--- src/rtl/add_matrix_sequencer.sv ---
// add_matrix_sequencer: computes an N x M element-wise matrix sum row by row through one
// shared add_vector. Operands are buffered on accept, results are collected in issue order.
module add_matrix_sequencer #(
  parameter int    BITS        = 16,
  parameter string PRECISION   = "HALF",
  parameter int    N           = 3,
  parameter int    M           = 2,
  parameter int    MAX_LATENCY = 8
) (
  input  logic            clk,
  input  logic            reset,
  input  logic            in_valid,
  output logic            in_ready,
  input  logic [BITS-1:0] a [N][M],
  input  logic [BITS-1:0] b [N][M],
  output logic            out_valid,
  output logic [BITS-1:0] c [N][M],
  output logic            busy,
  output logic            error,
  output logic            vec_in_valid,
  output logic [BITS-1:0] vec_a [M],
  output logic [BITS-1:0] vec_b [M],
  input  logic            vec_out_valid,
  input  logic [BITS-1:0] vec_c [M]
);

  localparam int CW = $clog2(N + 1);
  localparam int RW = (N > 1) ? $clog2(N) : 1;
  localparam int FW = (MAX_LATENCY > 1) ? $clog2(MAX_LATENCY) : 1;

  localparam logic [CW-1:0] ROWS       = CW'(N);
  localparam logic [CW-1:0] LAST_ROW   = CW'(N - 1);
  localparam logic [FW-1:0] FLUSH_LAST = FW'(MAX_LATENCY - 1);

  // PRECISION is a matching tag only; the data path never interprets the elements.
  if (PRECISION == "") begin : g_untagged
  end

  typedef enum logic [2:0] {
    S_FLUSH,
    S_IDLE,
    S_ISSUE,
    S_WAIT,
    S_DONE
  } state_t;

  state_t          r_state;
  state_t          w_state_next;
  logic [CW-1:0]   r_issue_cnt;
  logic [CW-1:0]   w_issue_cnt_next;
  logic [CW-1:0]   r_coll_cnt;
  logic [CW-1:0]   w_coll_cnt_next;
  logic [FW-1:0]   r_flush_cnt;
  logic [FW-1:0]   w_flush_cnt_next;
  logic [BITS-1:0] r_a_buf   [N][M];
  logic [BITS-1:0] r_b_buf   [N][M];
  logic [BITS-1:0] r_res_buf [N][M];
  logic [BITS-1:0] w_res_next [N][M];
  logic [BITS-1:0] r_c       [N][M];
  logic            r_error;
  logic            w_capture;
  logic            w_coll_wr;
  logic            w_err_set;
  logic            w_load_c;
  logic [RW-1:0]   w_issue_row;
  logic [RW-1:0]   w_coll_row;

  assign w_issue_row = RW'(r_issue_cnt);
  assign w_coll_row  = RW'(r_coll_cnt);

  always_comb begin
    w_state_next     = r_state;
    w_issue_cnt_next = r_issue_cnt;
    w_coll_cnt_next  = r_coll_cnt;
    w_flush_cnt_next = r_flush_cnt;
    w_capture        = 1'b0;
    w_coll_wr        = 1'b0;
    w_err_set        = 1'b0;
    vec_in_valid     = 1'b0;
    out_valid        = 1'b0;

    // Results are only expected while a transfer is in flight; FLUSH drops them silently.
    if (vec_out_valid) begin
      if ((r_state == S_ISSUE || r_state == S_WAIT) && (r_coll_cnt != ROWS)) begin
        w_coll_wr       = 1'b1;
        w_coll_cnt_next = r_coll_cnt + 1'b1;
      end else if (r_state != S_FLUSH) begin
        w_err_set = 1'b1;
      end
    end

    case (r_state)
      S_FLUSH: begin
        if (r_flush_cnt == FLUSH_LAST) begin
          w_state_next     = S_IDLE;
          w_flush_cnt_next = '0;
        end else begin
          w_flush_cnt_next = r_flush_cnt + 1'b1;
        end
      end
      S_IDLE: begin
        if (in_valid) begin
          w_capture        = 1'b1;
          w_issue_cnt_next = '0;
          w_coll_cnt_next  = '0;
          w_state_next     = S_ISSUE;
        end
      end
      S_ISSUE: begin
        vec_in_valid     = 1'b1;
        w_issue_cnt_next = r_issue_cnt + 1'b1;
        if (r_issue_cnt == LAST_ROW) begin
          w_state_next = (w_coll_cnt_next == ROWS) ? S_DONE : S_WAIT;
        end
      end
      S_WAIT: begin
        if (w_coll_cnt_next == ROWS) begin
          w_state_next = S_DONE;
        end
      end
      S_DONE: begin
        out_valid    = 1'b1;
        w_state_next = S_IDLE;
      end
      default: begin
        w_state_next = S_FLUSH;
      end
    endcase
  end

  // The row arriving on the DONE-entry edge must land in c together with the earlier rows.
  for (genvar gi = 0; gi < N; gi++) begin : g_row
    for (genvar gj = 0; gj < M; gj++) begin : g_col
      assign w_res_next[gi][gj] = (w_coll_wr && (w_coll_row == RW'(gi))) ?
                                  vec_c[gj] : r_res_buf[gi][gj];
    end
  end

  for (genvar gi = 0; gi < M; gi++) begin : g_lane
    assign vec_a[gi] = r_a_buf[w_issue_row][gi];
    assign vec_b[gi] = r_b_buf[w_issue_row][gi];
  end

  assign w_load_c = (w_state_next == S_DONE) && (r_state != S_DONE);

  always_ff @(posedge clk) begin
    if (reset) begin
      r_state     <= S_FLUSH;
      r_issue_cnt <= '0;
      r_coll_cnt  <= '0;
      r_flush_cnt <= '0;
      r_error     <= 1'b0;
    end else begin
      r_state     <= w_state_next;
      r_issue_cnt <= w_issue_cnt_next;
      r_coll_cnt  <= w_coll_cnt_next;
      r_flush_cnt <= w_flush_cnt_next;
      r_error     <= r_error | w_err_set;
    end
  end

  always_ff @(posedge clk) begin
    r_res_buf <= w_res_next;
    if (w_capture) begin
      r_a_buf <= a;
      r_b_buf <= b;
    end
  end

  always_ff @(posedge clk) begin
    if (reset) begin
      r_c <= '{default: '0};
    end else if (w_load_c) begin
      r_c <= w_res_next;
    end
  end

  assign c        = r_c;
  assign in_ready = (r_state == S_IDLE);
  assign busy     = (r_state != S_IDLE);
  assign error    = r_error;

endmodule

--- config.mk ---
export PLATFORM = sky130hd
export DESIGN_NAME = add_matrix_sequencer
export DESIGN_NICKNAME = d
export VERILOG_FILES = /design/src/rtl/add_matrix_sequencer.sv
export SDC_FILE = /design/constraint.sdc
export NUM_CORES = 1
export LEC_CHECK = 0
export CAP_MARGIN = 40
export CORE_MARGIN = 5
export CORE_UTILIZATION = 48
export CTS_CLUSTER_SIZE = 14
export DETAILED_ROUTE_END_ITERATION = 6
export GPL_ROUTABILITY_DRIVEN = 0
export PLACE_DENSITY = 0.9
export SETUP_SLACK_MARGIN = 0.15
export SYNTH_ARGS = -nofsm -noshare
export SYNTH_HDL_FRONTEND = slang
export SYNTH_SLANG_ARGS = --single-unit
--- constraint.sdc ---
create_clock -name clk -period 10.9 [get_ports clk]
set_clock_uncertainty 0.15 [all_clocks]
set_input_delay 3.27 -clock clk [delete_from_list [all_inputs] [get_ports clk]]
set_output_delay 3.27 -clock clk [all_outputs]
set_load 0.02 [all_outputs]
Word level (Yosys, flattened, before mapping). Index checks and enable logic that the tools add are counted.

Order comparisons: 1. Equality and inequality tests: 14. $add $sub $neg: 3. Reduce and logical (&&, ||, !) cells: 11. Multiplexer cells: 34. Bitwise operators: 2.

Operators by type and width (number): binary-select mux 32 bit (select 2 bit) (2); 2-to-1 mux 32 bit (4); 2-to-1 mux 16 bit (6); 2-to-1 mux 3 bit (6); one-hot mux 3 bit (5 select lines) (1); 2-to-1 mux 2 bit (5); equality test 3 bit, second input constant (3); 2-to-1 mux 1 bit (9); equality test 2 bit, second input constant (3); equality test 3 x 2 -> 1 bit, second input constant (2); logical AND 1 bit (5); adder 2 x 1 -> 2 bit, second input constant (2); != test 2 bit, second input constant (2); one-hot mux 2 bit (2 select lines) (1); adder 3 x 1 -> 3 bit, second input constant (1); equality test 3 x 1 -> 1 bit, second input constant (1); greater-or-equal comparator 3 bit, second input constant (1); zero test 3 bit (1); != test 3 x 1 -> 1 bit, second input constant (1); != test 3 bit, second input constant (1); NOT 2 -> 3 bit (1); nonzero test 3 bit (1); equality test 2 x 1 -> 1 bit, second input constant (1); zero test 2 bit (1); 4 further kinds (4).

Register bits after elaboration: 395. Word-level logic and storage cells: 94. Output and inout bits: 165.

Longest topological paths before layout.
Word-level depth: 11. Gate-level depth with buffers: 12.

Worst setup path before layout. Ideal clock, no wire load.

Path kind: in2reg. From: input in_valid. To: register r_issue_cnt[0]. Path slack: 2204 ps. Stages on the path: 4. Path buffers: 0. Setup time: 128 ps. Arrival: 8418 ps. Cells stage by stage: and4bb_1 nand3b_1 a21boi_0 nor2_1.

Word-level cells in the longest chain between the ends: 2.

RTL lines: start: declaration (RTL line 12) `input logic in_valid,`; != test 2 bit (no line); AND reduction 2 bit (no line); end signal: assignment (RTL line 155) `r_issue_cnt <= w_issue_cnt_next;`; end: declaration (RTL line 49) `logic [CW-1:0] r_issue_cnt;`.

No other way between the ends. A chain may end at the register's enable or synchronous reset.

==> impl_metrics.toml <==
[sta]
setup_viol = 0
timing.fmax_ghz = 0.154
post-route-period-util = 0.596
rsz0062_at_grt = "false"
worst-slew-pin-transition_ns = 0.849
setup-tns-final_ns = 0
hold_viol = 0
finalCriticalPeriod_ns = 6.50
drv_slew = 0
slew_headroom = 0.434

[cts]
cts.path.max_buffers = 3
post_cts_buffers = 0
cts-root-buf = "clkbuf_16"
cts_tree = "done"
cts_hold_buf = 0
clkSlewWorstSetupHoldPaths_ns = 0.06
cts_buffers = 40
h-tree-depth = 2
worstSkewPairLatency_ns = 0.52
cts.sinks = 395
cts_resized = 0

[yosys]
syn_area_mm2 = 0.0144
synth_cell_type_count = 35
yosys_warnings = 0
syn_inst = 1229
synth_seq_cells = 395
synthAdderAreaFrac = 0.00607
synth_fp_nets = 1464
synth_top_family_by_area = "compound AO/OA/AOI/OAI gates"
synth_simple_gate_area_share = 0.112
ys_seq_area_frac = 0.682
avgSynthCellArea_um2 = 11.7
synth_compound_area_frac = 0.121
synth_xor_area_frac = 0.000607
synth_mux_area_frac = 0.0465

[power_and_ir_drop]
p_sw_w = 0.000604
powerDensity_mw_per_mm2 = 150
p_seq_frac = 0.525
ir_worst_vdd_mv = 0.126
clkPwrFrac = 0.435
power_leakage_nw = 6.85
combinationalPowerShare = 0.041
sw_frac_of_total = 0.202
p_int_w = 0.00239

[worst_setup_path]
cpPeakStageDelay_ns = 0.68
startpoint = "r_issue_cnt[0]$_SDFFE_PP0P_"
cpMostUsedCell = "buf_4"
r2r_end = "c[43]$_SDFFE_PP0P_"
startpoint_type = "flip-flop"
r2r_cells = 7
critPathMaxFanout = 64
r2r_slack_ns = 7.37
crit_family = "buffers and inverters"
cp-endpoint = "vec_a[30]"
worstPathCellList = "buf_4 -> nor2b_4 -> buf_4 -> nand2_1 -> o21ai_0 -> clkdlybuf4s50_1"
cp-end-kind = "output port"
critical_path_arrival_ns = 3.08
worst-path-stages = 6
crit_buf_inv = 3
crit_slowest_cell = "clkdlybuf4s50_1"
timing.rr.start = "r_coll_cnt[0]$_SDFF_PP0_"
worstPathRequired_ns = 7.48
worstSetupPathType = "flip-flop to output port"

[worst_hold_path]
hold_depth = 2
min_path_type = "flip-flop to flip-flop"

[layout]
syn2layout_area_growth_pct = 38.3
layout_common_cells = "391 x clkdlybuf4s50_1, 261 x nand2_1, 201 x dfxtp_1"
nNetsFinal = 1818
drive_gt1_frac = 0.0558
design_area_mm2 = 0.0199
final_common_cell = "clkdlybuf4s50_1"

[placement]
hpwlAfterDp_mm = 29.4
portBuffers = 392
placed_cell_area_mm2 = 0.0187

[grt]
grt_overflow_total = 0
grt_first_pass_wirelength_mm = 66.0
grt_pass1_vias = 11700
grt.total_usage = 0.246
grt_max_degree = 84
antenna_found_initial = 3

[routing]
wl_per_cell_um = 21.9
drtPass1Iterations = 5
vias = 11600
post-route-drc-count = 0
vias_per_cell = 5.80
drt_first_iter_violations = 1134
wirelength_mm = 44.0
postRouteAntennaNets = 0

[floorplanning]
die_area_mm2 = 0.0336
die_x_um = 183
die_h_um = 183
io_pins = 393
row_count = 63
initial_utilization = 0.487
core_mm2 = 0.0296

[run]
maxCapViolCount = 0

[status]
status = "completed"
cell families (layout without fill, tap and decap cells):
group / Yosys count / count (layout)
XOR/XNOR: 1 / 1
adder cells (fa/ha/maj): 7 / 7
multiplexers: 67 / 67
AO/OA/AOI/OAI: 269 / 269
flip-flops: 395 / 395
buffers and inverters: 106 / 490
AND/OR/NAND/NOR: 384 / 384
other: 0 / 1
worst min path at each step:
stage	slack, ns	end	startpoint
after detailed placement	0.28	r_res_buf[44]$_DFF_P_	r_res_buf[44]$_DFF_P_
after floorplan	0.27	r_res_buf[0]$_DFF_P_	r_res_buf[0]$_DFF_P_
after global placement	0.28	r_res_buf[5]$_DFF_P_	r_res_buf[5]$_DFF_P_
after CTS	0.30	r_res_buf[42]$_DFF_P_	r_res_buf[42]$_DFF_P_
final	0.30	r_res_buf[42]$_DFF_P_	r_res_buf[42]$_DFF_P_
after global routing	0.31	r_res_buf[42]$_DFF_P_	r_res_buf[42]$_DFF_P_
tightest hold or removal path, delay by kind of cell, from the launching register on:
kind | cells | cell delay (ns)
and+or+nand+nor | 2 | 0.12
DFF | 1 | 0.30
synth_stat cells:
master       n  share of area
xnor2_1      1        0.00061
o311ai_0     1        0.00061
nor2_1      11         0.0029
mux2i_1     67          0.047
or3b_2       1        0.00061
dfxtp_1    203           0.28
nand3_1     96          0.033
and4bb_2     1        0.00087
nor3_1       4         0.0014
nand2_1    261          0.068
a2111oi_0    1        0.00061
a311oi_1    96          0.058
nor2b_1      3         0.0013
inv_1        5         0.0013
buf_2       45          0.016
a21boi_0     1        0.00052
ha_1         7         0.0061
nand2b_1     1        0.00043
inv_2        1        0.00026
and2_1       1        0.00043
clkbuf_1    54          0.014
a21oi_1     99          0.034
o41ai_1      1        0.00061
o21ai_1      1        0.00035
o21ai_0     66          0.023
or3_1        1        0.00043
nor3b_1      1        0.00052
nand4bb_1    1        0.00078
o22a_1       1        0.00061
and4bb_1     1        0.00087
o31ai_4      1         0.0015
edfxtp_1   192           0.40
nand3b_1     1        0.00052
buf_6        1        0.00078
o21a_1       1        0.00052
registers in the layout, indices dropped and copies added (netlist names):
signal	count
r_res_buf	96
r_state	3
r_a_buf	96
r_b_buf	96
r_flush_cnt	3
r_issue_cnt	2
error	1
r_coll_cnt	2
c	96
power groups by stage:
stage          clock [W]  sequential [W]  combinational, W
6_report         0.00130         0.00157          0.000122
5_1_grt          0.00139         0.00157          0.000129
4_1_cts          0.00132         0.00157          0.000121
3_5_place_dp           0         0.00160          0.000120
3_3_place_gp           0         0.00160          0.000114
2_1_floorplan          0         0.00160         0.0000232
layer usage:
| layer | track usage | share of wire | up-vias | wire, µm |
|---|---|---|---|---|
| met5 | 0 | 0.00055 | - | 24 |
| li1 | - | - | 5216 | - |
| met4 | 0.0831 | 0.034 | 4 | 1500 |
| met3 | 0.0764 | 0.11 | 95 | 4880 |
| met1 | 0.299 | 0.37 | 5626 | 16100 |
| met2 | 0.420 | 0.49 | 679 | 21500 |
through the flow:
stage	hold WS (ns)	cells	setup slack, ns	total power, W	utilization
after floorplan	0.268	1229	2.20	0.00163	-
after global placement	0.277	1925	4.22	0.00172	0.625
after detailed placement	0.283	1931	4.33	0.00172	0.631
after CTS	0.299	2003	4.37	0.00301	0.673
after global routing	0.313	2004	4.34	0.00309	0.673
final	0.296	2004	4.40	0.00300	0.673
cell type report:
type,count,area (µm²)
Sequential cell,395,9830
Clock buffer,57,1160
Tap cell,390,488
Multi-Input combinational cell,728,4150
Clock inverter,15,90.1
Inverter,6,22.5
Antenna cell,1,2.50
Timing Repair Buffer,412,4190
Fill cell,2013,9700
Note: power is estimated with default switching activity, not from simulation.
